[src/rtl/fixp_pkg.sv]
// Shared fixed-point definitions for the multiplier/divider pair: default format,
// divider iteration count, FSM state encoding and saturation limits.
package fixp_pkg;

    localparam int DEF_SCALE = 25;
    localparam int DEF_WIDTH = 32;

    // One restoring step per bit of the widened dividend |a| << scale.
    function automatic int iter_count(input int width, input int scale);
        return width + 1 + scale;
    endfunction

    typedef enum logic [1:0] {
        IDLE = 2'd0,
        CALC = 2'd1,
        FIN  = 2'd2
    } state_t;

    localparam logic [DEF_WIDTH:0] MAX_POS = {1'b0, {DEF_WIDTH{1'b1}}};
    localparam logic [DEF_WIDTH:0] MIN_NEG = {1'b1, {DEF_WIDTH{1'b0}}};

endpackage

[src/rtl/fixp_div_if.sv]
// Start/done handshake bundle between a controller (master) and the divider (slave).
interface fixp_div_if #(
    parameter int WIDTH = fixp_pkg::DEF_WIDTH
);
    logic                    start;
    logic signed [WIDTH:0]   a;
    logic signed [WIDTH:0]   b;
    logic                    busy;
    logic                    done;
    logic signed [WIDTH:0]   res;
    logic                    ovf;
    logic                    dbz;

    modport master (
        output start, a, b,
        input  busy, done, res, ovf, dbz
    );

    modport slave (
        input  start, a, b,
        output busy, done, res, ovf, dbz
    );
endinterface

[src/rtl/fixp_div_step.sv]
// One unsigned restoring-division step: shift in the next dividend bit and
// subtract the divisor when it fits.
module fixp_div_step #(
    parameter int WIDTH = 32
) (
    input  logic [WIDTH+1:0] i_rem,
    input  logic             i_bit,
    input  logic [WIDTH:0]   i_div,
    output logic [WIDTH+1:0] o_rem,
    output logic             o_q
);
    logic [WIDTH+1:0] w_shift;
    logic [WIDTH+1:0] w_div_ext;

    assign w_shift   = {i_rem[WIDTH:0], i_bit};
    assign w_div_ext = {1'b0, i_div};

    // A set remainder MSB means the shifted value left the window, so it surely fits.
    assign o_q   = i_rem[WIDTH+1] | (w_shift >= w_div_ext);
    assign o_rem = o_q ? (w_shift - w_div_ext) : w_shift;
endmodule

[src/rtl/fixp_div.sv]
// Iterative signed fixed-point divider: res = (a << SCALE) / b, truncated toward
// zero, with saturation on overflow and divide-by-zero.
module fixp_div
    import fixp_pkg::*;
#(
    parameter int SCALE = DEF_SCALE,
    parameter int WIDTH = DEF_WIDTH
) (
    input  logic      clk,
    input  logic      rst_n,
    fixp_div_if.slave bus
);
    localparam int ITER  = iter_count(WIDTH, SCALE);
    localparam int CNT_W = $clog2(ITER + 1);
    localparam logic [WIDTH:0] SAT_POS = {1'b0, {WIDTH{1'b1}}};
    localparam logic [WIDTH:0] SAT_NEG = {1'b1, {WIDTH{1'b0}}};
    localparam logic [WIDTH:0] ONE     = (WIDTH+1)'(1);

    state_t r_state;
    state_t w_state_next;

    logic [CNT_W-1:0] r_cnt;
    logic [ITER-1:0]  r_dvd;
    logic [ITER-1:0]  r_q;
    logic [WIDTH+1:0] r_rem;
    logic [WIDTH:0]   r_div;
    logic             r_sign;
    logic             r_a_neg;
    logic             r_b_zero;

    logic             r_busy;
    logic             r_done;
    logic             r_ovf;
    logic             r_dbz;
    logic [WIDTH:0]   r_res;

    logic             w_accept;
    logic [WIDTH:0]   w_a_mag;
    logic [WIDTH:0]   w_b_mag;
    logic [WIDTH+1:0] w_rem;
    logic             w_qbit;
    logic [WIDTH:0]   w_q_lo;
    logic             w_ovf_pos;
    logic             w_ovf_neg;
    logic [WIDTH:0]   w_res_next;
    logic             w_ovf_next;

    // busy is still high in the done cycle, which keeps a start there from being taken.
    assign w_accept = (r_state == IDLE) && bus.start && !r_busy;

    // Magnitudes are unsigned width+1 bits so -2^WIDTH maps to 2^WIDTH exactly.
    assign w_a_mag = bus.a[WIDTH] ? (~bus.a + ONE) : bus.a;
    assign w_b_mag = bus.b[WIDTH] ? (~bus.b + ONE) : bus.b;

    fixp_div_step #(
        .WIDTH (WIDTH)
    ) u_step (
        .i_rem (r_rem),
        .i_bit (r_dvd[ITER-1]),
        .i_div (r_div),
        .o_rem (w_rem),
        .o_q   (w_qbit)
    );

    always_ff @(posedge clk or negedge rst_n) begin
        if (!rst_n) begin
            r_state <= IDLE;
        end else begin
            r_state <= w_state_next;
        end
    end

    always_comb begin
        w_state_next = r_state;
        unique case (r_state)
            IDLE:    if (w_accept) w_state_next = CALC;
            CALC:    if (r_cnt == CNT_W'(1)) w_state_next = FIN;
            FIN:     w_state_next = IDLE;
            default: w_state_next = IDLE;
        endcase
    end

    // The negative range reaches one step further than the positive one.
    assign w_q_lo    = r_q[WIDTH:0];
    assign w_ovf_pos = |r_q[ITER-1:WIDTH];
    assign w_ovf_neg = (|r_q[ITER-1:WIDTH+1]) | (r_q[WIDTH] & (|r_q[WIDTH-1:0]));

    always_comb begin
        w_res_next = r_sign ? (~w_q_lo + ONE) : w_q_lo;
        w_ovf_next = 1'b0;
        if (r_b_zero) begin
            w_res_next = r_a_neg ? SAT_NEG : SAT_POS;
        end else if (!r_sign && w_ovf_pos) begin
            w_res_next = SAT_POS;
            w_ovf_next = 1'b1;
        end else if (r_sign && w_ovf_neg) begin
            w_res_next = SAT_NEG;
            w_ovf_next = 1'b1;
        end
    end

    always_ff @(posedge clk or negedge rst_n) begin
        if (!rst_n) begin
            r_cnt    <= '0;
            r_dvd    <= '0;
            r_q      <= '0;
            r_rem    <= '0;
            r_div    <= '0;
            r_sign   <= 1'b0;
            r_a_neg  <= 1'b0;
            r_b_zero <= 1'b0;
            r_busy   <= 1'b0;
            r_done   <= 1'b0;
            r_ovf    <= 1'b0;
            r_dbz    <= 1'b0;
            r_res    <= '0;
        end else begin
            r_done <= 1'b0;
            r_busy <= (r_state != IDLE);
            unique case (r_state)
                IDLE: begin
                    if (w_accept) begin
                        r_sign   <= bus.a[WIDTH] ^ bus.b[WIDTH];
                        r_a_neg  <= bus.a[WIDTH];
                        r_b_zero <= (bus.b == '0);
                        r_div    <= w_b_mag;
                        r_dvd    <= {w_a_mag, {SCALE{1'b0}}};
                        r_rem    <= '0;
                        r_q      <= '0;
                        r_cnt    <= CNT_W'(ITER);
                        r_ovf    <= 1'b0;
                        r_dbz    <= 1'b0;
                    end
                end
                CALC: begin
                    r_dvd <= r_dvd << 1;
                    r_q   <= {r_q[ITER-2:0], w_qbit};
                    r_rem <= w_rem;
                    r_cnt <= r_cnt - CNT_W'(1);
                end
                FIN: begin
                    r_res  <= w_res_next;
                    r_ovf  <= w_ovf_next;
                    r_dbz  <= r_b_zero;
                    r_done <= 1'b1;
                end
                default: ;
            endcase
        end
    end

    assign bus.busy = r_busy;
    assign bus.done = r_done;
    assign bus.res  = r_res;
    assign bus.ovf  = r_ovf;
    assign bus.dbz  = r_dbz;
endmodule
[src/flat_wrapper.sv]
// flat-port wrapper written by rule: the top's interface ports become plain ports
module fixp_div_flat import fixp_pkg::*;
#(
    parameter int SCALE = DEF_SCALE,
    parameter int WIDTH = DEF_WIDTH
)
  (clk, rst_n, bus_start, bus_a, bus_b, bus_busy, bus_done, bus_res, bus_ovf, bus_dbz);
  fixp_div_if #(.WIDTH(WIDTH)) bus_i ();
  input  logic clk;
  input  logic rst_n;
  input wire logic [$bits(bus_i.start)-1:0] bus_start;
  input wire logic [$bits(bus_i.a)-1:0] bus_a;
  input wire logic [$bits(bus_i.b)-1:0] bus_b;
  output wire logic [$bits(bus_i.busy)-1:0] bus_busy;
  output wire logic [$bits(bus_i.done)-1:0] bus_done;
  output wire logic [$bits(bus_i.res)-1:0] bus_res;
  output wire logic [$bits(bus_i.ovf)-1:0] bus_ovf;
  output wire logic [$bits(bus_i.dbz)-1:0] bus_dbz;
  assign bus_i.start = bus_start;
  assign bus_i.a = bus_a;
  assign bus_i.b = bus_b;
  assign bus_busy = bus_i.busy;
  assign bus_done = bus_i.done;
  assign bus_res = bus_i.res;
  assign bus_ovf = bus_i.ovf;
  assign bus_dbz = bus_i.dbz;
  fixp_div #(.SCALE(SCALE), .WIDTH(WIDTH)) u_core (.clk(clk), .rst_n(rst_n), .bus(bus_i));
endmodule
[config.mk]
export PLATFORM = sky130hd
export DESIGN_NAME = fixp_div_flat
export DESIGN_NICKNAME = d
export VERILOG_FILES = /design/src/rtl/fixp_pkg.sv /design/src/rtl/fixp_div_if.sv /design/src/rtl/fixp_div_step.sv /design/src/rtl/fixp_div.sv /design/src/flat_wrapper.sv
export SDC_FILE = /design/constraint.sdc
export NUM_CORES = 1
export LEC_CHECK = 0
export CAP_MARGIN = 10
export CORE_ASPECT_RATIO = 1.25
export CORE_MARGIN = 2
export CORE_UTILIZATION = 25
export CTS_CLUSTER_SIZE = 30
export DETAILED_ROUTE_END_ITERATION = 8
export GPL_TIMING_DRIVEN = 0
export PLACE_DENSITY = 0.53
export SLEW_MARGIN = 20
export SYNTH_ARGS = -nofsm -noshare
export SYNTH_HDL_FRONTEND = slang
export SYNTH_HIERARCHICAL = 1
export SYNTH_SLANG_ARGS = --single-unit
[constraint.sdc]
create_clock -name clk -period 3.1 [get_ports clk]
set_clock_uncertainty 0.15 [all_clocks]
set_input_delay 0.62 -clock clk [delete_from_list [all_inputs] [get_ports clk]]
set_output_delay 0.62 -clock clk [all_outputs]
set_load 0.005 [all_outputs]
# Word-level counts from Yosys, hierarchy flattened
# Cells that the tools add are included.
# word_totals
register_bits	231
inputBits	69
output_inout_bits	37
word_cells	76
# classes
n_addsub	5
n_lt_le_gt_ge	1
eq_ne	5
muxes	26
n_bitwise	7
n_reduce_logical	18
# ops
op	count
$pmux 58 s2	2
$mux 33	7
$mux 58	2
$add 33x1->33 const B	3
$not 33->33	3
$mux 34	2
$pmux 34 s2	1
$ge 34x33->1	1
$sub 34x33->34	1
$logic_not 33->1	1
$reduce_or 32->1	1
$reduce_or 26->1	1
$reduce_or 25->1	1
$pmux 6 s2	1
$reduce_and 2->1	4
$eq 6x1->1 const B	1
$mux 6	1
$reduce_bool 2->1	3
$sub 6x1->6 const B	1
$mux 1	5
$logic_and 1x1->1	4
$mux 2	2
$ne 2x1->1 const B	2
$pmux 1 s2	2
other kinds (8)	10

# Longest topological paths before layout
# logic_depth
ltp_word	8
ltp_mapped	15
ltp_nobuf	13

# Hierarchy
# The synthesis kept the hierarchy.
# modules_own_cells
mod	n_inst	cells_each	area_per_inst_um2	seq_area_each_um2
fixp_div	1	1153	10541.4	5154.9
fixp_div_step	1	365	2408.6	0.0

# Worst setup path before layout
# Ideal clock, no wire load.
# synth_path
path_type	register -> register
startpoint	register u_core.r_q[0]
endpoint	register u_core.r_res[10] (netlist: u_core/bus.res[10])
setup_ns	0.087
arrival_ns	3.167
required_time_ns	2.863
setup_slack_ns	-0.304
stages_incl_launch_ff	14
n_path_buf	3
period_less_slack_ns	3.404
path_cell_list	dfrtp_1 -> inv_1 -> ha_1 -> or3b_1 -> clkbuf_1 -> or4_4 -> buf_6 -> nor3_1 -> nand3b_1 -> ha_1 -> o41ai_1 -> nand2_1 -> clkbuf_1 -> o211ai_1
# synth_between
elab_chain_len	7
elab_cells_between_ends	10
cone_classes	1 x add/sub; 4 x mux; 3 x bitwise; 2 x reduce/logical
# synth_rtl
item	line	source
from (decl)	fixp_div.sv:24	logic [ITER-1:0] r_q;
from (signal assigned)	fixp_div.sv:137	r_q <= {r_q[ITER-2:0], w_qbit};
branches (longest 4 deep; another with $add 33x1->33)	n/a	
$mux 33 (*)	fixp_div.sv:96	end else if (r_sign && w_ovf_neg) begin
$mux 33 (*)	fixp_div.sv:93	end else if (!r_sign && w_ovf_pos) begin
$mux 33 (*)	fixp_div.sv:91	if (r_b_zero) begin
to (signal assigned)	fixp_div.sv:142	r_res <= w_res_next;
to (decl)	fixp_div.sv:35	logic [WIDTH:0] r_res;
# Mark *: on every way between the ends.
# A chain may end at the register's enable or synchronous reset.

# Worst setup path after layout
# layout_path
startpoint	register u_core.r_dvd[57]
endpoint	register u_core.r_rem[27]
# layout_between
elab_chain_len	4
elab_cells_between_ends	5
cone_classes	1 x add/sub; 1 x order compare; 2 x mux; 1 x bitwise
# layout_rtl
item	line	source
from (decl)	fixp_div.sv:23	logic [ITER-1:0] r_dvd;
from (signal assigned)	fixp_div.sv:127	r_dvd <= {w_a_mag, {SCALE{1'b0}}};
from (signal assigned)	fixp_div.sv:136	r_dvd <= r_dvd << 1;
$ge 34x33->1	fixp_div_step.sv:19	assign o_q = i_rem[WIDTH+1] | (w_shift >= w_div_ext);
$or 1x1->1	fixp_div_step.sv:19	
$mux 34 (*)	fixp_div_step.sv:20	assign o_rem = o_q ? (w_shift - w_div_ext) : w_shift;
named net u_core.w_rem[27]	fixp_div.sv:40	logic [WIDTH+1:0] w_rem;
$pmux 34 s2 (*)	fixp_div.sv:120	unique case (r_state)
to (signal assigned)	fixp_div.sv:138	r_rem <= w_rem;
to (decl)	fixp_div.sv:25	logic [WIDTH+1:0] r_rem;
# The timed path passes the listed nets; every way through them passes the cells marked *.

==> impl_metrics.env <==
export IMPL_status="complete, but fails checks"
export IMPL_violations="setup timing"
export IMPL_n_fill_cell=5417
export IMPL_cp_end_kind="register"
export IMPL_yosysSeqAreaShare_pct=39.81
export IMPL_async_reset_ff_share_pct=100.0
export IMPL_rsz0062_at_grt="true"
export IMPL_fp_coreArea_um2=51320
export IMPL_via_per_inst=4.953
export IMPL_drt_antenna_violating_nets=0
export IMPL_cts_buffers=24
export IMPL_die_w_um=207.6
export IMPL_cts_sinks=206
export IMPL_overflow=0
export IMPL_finalSetupViolCount=29
export IMPL_peakVddDrop_uv=424.9
export IMPL_yosys_top_cells_count="nand2_1 (293), dfrtp_1 (206), nand3_1 (104), xor2_1 (79), clkbuf_1 (75)"
export IMPL_cpLargestDelayFamily="compound AO/OA/AOI/OAI gates"
export IMPL_synth_most_common_cell="nand2_1"
export IMPL_synth_top_area_share_pct=39.81
export IMPL_cellLeakagePower_nw=7.021
export IMPL_grt_first_pass_wirelength_um=62310
export IMPL_grt_max_degree=88
export IMPL_cp_slowest_cell="dfrtp_1"
export IMPL_wire_per_inst_um=16.52
export IMPL_io_pins=106
export IMPL_drv_cap=0
export IMPL_fp_dieH_um=258.5
export IMPL_ys_ff_latch=206
export IMPL_synth_area_leaders="dfrtp_1 (40%), nand2_1 (8.5%), xor2_1 (5.3%), nand3_1 (4.0%), ha_1 (3.8%)"
export IMPL_n_antenna_cell=0
export IMPL_drive_gt1_share_pct=11.97
export IMPL_max_freq_mhz=311.6
export IMPL_insertion_delay_ns=0.54
export IMPL_drt_first_pass_iters=5
export IMPL_synth_nets=1627
export IMPL_cp_num_buf_inv=3
export IMPL_gp_congestion=0.8710
export IMPL_antenna_found_initial=0
export IMPL_cts_tree="done"
export IMPL_finalCritPeriodShare_pct=103.5
export IMPL_yosysTopAreaCell="dfrtp_1"
export IMPL_root_buffer="clkbuf_16"
export IMPL_pwr_density_cell_nw_per_um2=1111
export IMPL_grt_pass1_vias=11580
export IMPL_finalHoldViolations=0
export IMPL_htreeDepth=1
export IMPL_clk_pin_slew_worst_paths_ns=0.06
export IMPL_track_usage_pct=14.02
export IMPL_drt_iter0_drc=661
export IMPL_slowest_delay_ns=0.40
export IMPL_worst_pin_slew_ns=0.7948
export IMPL_initial_core_util_pct=25.24
export IMPL_final_nets=1780
export IMPL_avgSynthCellArea_um2=8.531
export IMPL_grtUsageMet1_pct=17.78
export IMPL_synth_area_um2=12950
export IMPL_route_detailed_drc=0
export IMPL_arrival_ns=3.48
export IMPL_slew_viol_final=0
export IMPL_worstPathRequired_ns=3.38
export IMPL_cp_start_kind="register"
export IMPL_syn_inst=1518
export IMPL_path_class="register to register"
export IMPL_dp_hpwl_um=28460
export IMPL_layout_setup_ws_ns=-0.1089
export IMPL_die_area_um2=53650
export IMPL_synth_edff_count=0
export IMPL_grt_util_met3_pct=1.660
export IMPL_post_route_min_period_ns=3.209
export IMPL_synth_top_flop_cell="dfrtp_1"
export IMPL_critical_path_cell_chain="inv_1 -> ha_2 -> fa_2 -> nor2b_2 -> o31a_1 -> o211a_1 -> o211ai_2 -> a211oi_2 -> or3_1 -> buf_6 -> clkbuf_16 -> mux2_4 -> nand2_2 -> nand2_1"
export IMPL_area_growth_pct=25.32
export IMPL_yosys_warnings=6
export IMPL_grt_use_met2_pct=24.69
export IMPL_vias=11660
export IMPL_max_slew_margin_rel_pct=46.61
export IMPL_drt_wl_total_um=38870
export IMPL_setup_tns_final_ns=-1.712
export IMPL_yosysUniqueCellTypes=68
export IMPL_place_ws_ns=-0.6196
export IMPL_rows=93
export IMPL_cp_max_fo=8
export IMPL_clockBufferDepth=3
export IMPL_grt_busiest_layer="met2"
export IMPL_min_path_type="register to register"
export IMPL_port_buffers=103
[layout make-up]
class,instances,area (um2),area share (%)
clock inverter,8,87.58,0.5397
sequential,206,5159,31.79
clock buffer,35,681.9,4.202
tap,665,832.0,5.127
buffer,93,466.7,2.876
inverter,55,206.4,1.272
timing repair buffer,133,1354,8.342
multi-input combinational,1158,7442,45.86
[cells in the final DEF, fill, tap and decap left out, types with 7 or more instances in the layout]
| cell | synthesis | layout |
|---|---|---|
| nand2_1 | 293 | 284 |
| dfrtp_1 | 206 | 203 |
| nand3_1 | 104 | 104 |
| clkdlybuf4s50_1 | 0 | 102 |
| xor2_1 | 79 | 79 |
| clkbuf_1 | 75 | 73 |
| o21ai_0 | 66 | 65 |
| a21oi_1 | 64 | 63 |
| nor2_1 | 65 | 60 |
| inv_1 | 54 | 52 |
| o21ai_1 | 46 | 44 |
| o211ai_1 | 29 | 29 |
| o31ai_1 | 30 | 28 |
| ha_1 | 39 | 27 |
| clkbuf_16 | 0 | 26 |
| nor3_1 | 23 | 22 |
| mux2i_1 | 22 | 22 |
| buf_4 | 0 | 21 |
| a22oi_1 | 19 | 19 |
| a21oi_2 | 20 | 19 |
| a21o_1 | 18 | 18 |
| or3_1 | 18 | 17 |
| nor2b_1 | 18 | 17 |
| o41ai_1 | 19 | 17 |
| xnor2_1 | 16 | 16 |
| a22o_1 | 15 | 15 |
| nor4_1 | 16 | 14 |
| or4_1 | 12 | 12 |
| nand2b_1 | 11 | 11 |
| buf_1 | 10 | 10 |
| buf_6 | 5 | 9 |
| nor4_2 | 8 | 9 |
| a31oi_1 | 10 | 9 |
| nand2_2 | 0 | 8 |
| nand4_1 | 8 | 8 |
| or2_2 | 7 | 7 |
| or4_4 | 7 | 7 |
[worst register-to-register path, stage by stage, from the launching register on]
cell and delay, ns:
dfrtp_1 0.40, inv_1 0.07, ha_2 0.19, fa_2 0.22, nor2b_2 0.05, o31a_1 0.30
o211a_1 0.26, o211ai_2 0.23, a211oi_2 0.12, or3_1 0.37, buf_6 0.16, clkbuf_16 0.17
mux2_4 0.30, nand2_2 0.05, nand2_1 0.05
[routing by layer]
layer,vias to the layer above,share of wire [%]
li1,5710,-
met2,234,49
met1,5650,44
met5,-,0
met3,61,3.6
met4,0,2.8
[state kept, by name, indices dropped and copies added, names as in the netlist]
register         cells
u_core/r_cnt         6
u_core/r_rem        34
u_core/bus.busy      1
u_core/r_q          58
u_core/r_state       2
u_core/r_div        33
u_core/r_dvd        33
u_core/r_b_zero      1
u_core/bus.ovf       1
u_core/bus.dbz       1
u_core/r_sign        1
u_core/r_a_neg       1
u_core/bus.res      33
u_core/bus.done      1
[stage by stage]
stage	hold WS, ns	cell area, um2	cells	util [%]	power (mW)
6_report	0.3185	16230	2353	31.63	18.03
2_1_floorplan	0.1744	13000	1518	-	11.74
3_5_place_dp	0.3139	14920	2288	29.08	14.38
4_1_cts	0.3220	15990	2346	31.16	17.69
5_1_grt	0.3440	16230	2353	31.63	19.61
3_3_place_gp	0.3182	14860	2286	28.96	14.22
[report_power, final]
part	switching (mW)	leakage, nW	internal [mW]	total (mW)
combinational	5.87	4.00	4.63	10.5
sequential	0.912	2.65	3.82	4.74
clock	1.18	0.366	1.61	2.80
[final timing paths]
check,from,to,cells after the start,slack (ns)
worst min-delay path,u_core/r_cnt[4],u_core/r_cnt[4],1,0.32
worst max register to register,u_core/r_dvd[57],u_core/r_rem[27],14,-0.11
max in group asynchronous,rst_n,u_core/r_dvd[41],4,1.23
worst min register to register,u_core/r_cnt[4],u_core/r_cnt[4],1,0.32
min in group asynchronous,rst_n,u_core/r_div[31],2,0.42
worst max-delay path,u_core/r_dvd[57],u_core/r_rem[27],14,-0.11
[cell families (layout without fill, tap and decap cells)]
family,Yosys count,count (layout),share of synthesized area [%]
AND/OR/NAND/NOR,623,623,23.28
AO/OA/AOI/OAI,369,369,19.07
flip-flops,206,206,39.81
buffers and inverters,154,324,4.840
XOR/XNOR,95,95,6.425
adder cells (fa/ha/maj),40,40,3.923
multiplexers,31,31,2.657
[repair_timing]
| action | in CTS | in global routing |
|---|---|---|
| setup buffers | 17 | 6 |
| resized for setup | 39 | 43 |
| gates cloned | 2 | 2 |
| pin swaps | 6 | 11 |
| endpoints found under the hold margin | 42 | 0 |
| hold buffers | 1 | 0 |
| setup endpoints to repair | 79 | 65 |
No activity file was read; power rests on OpenSTA's default activity.
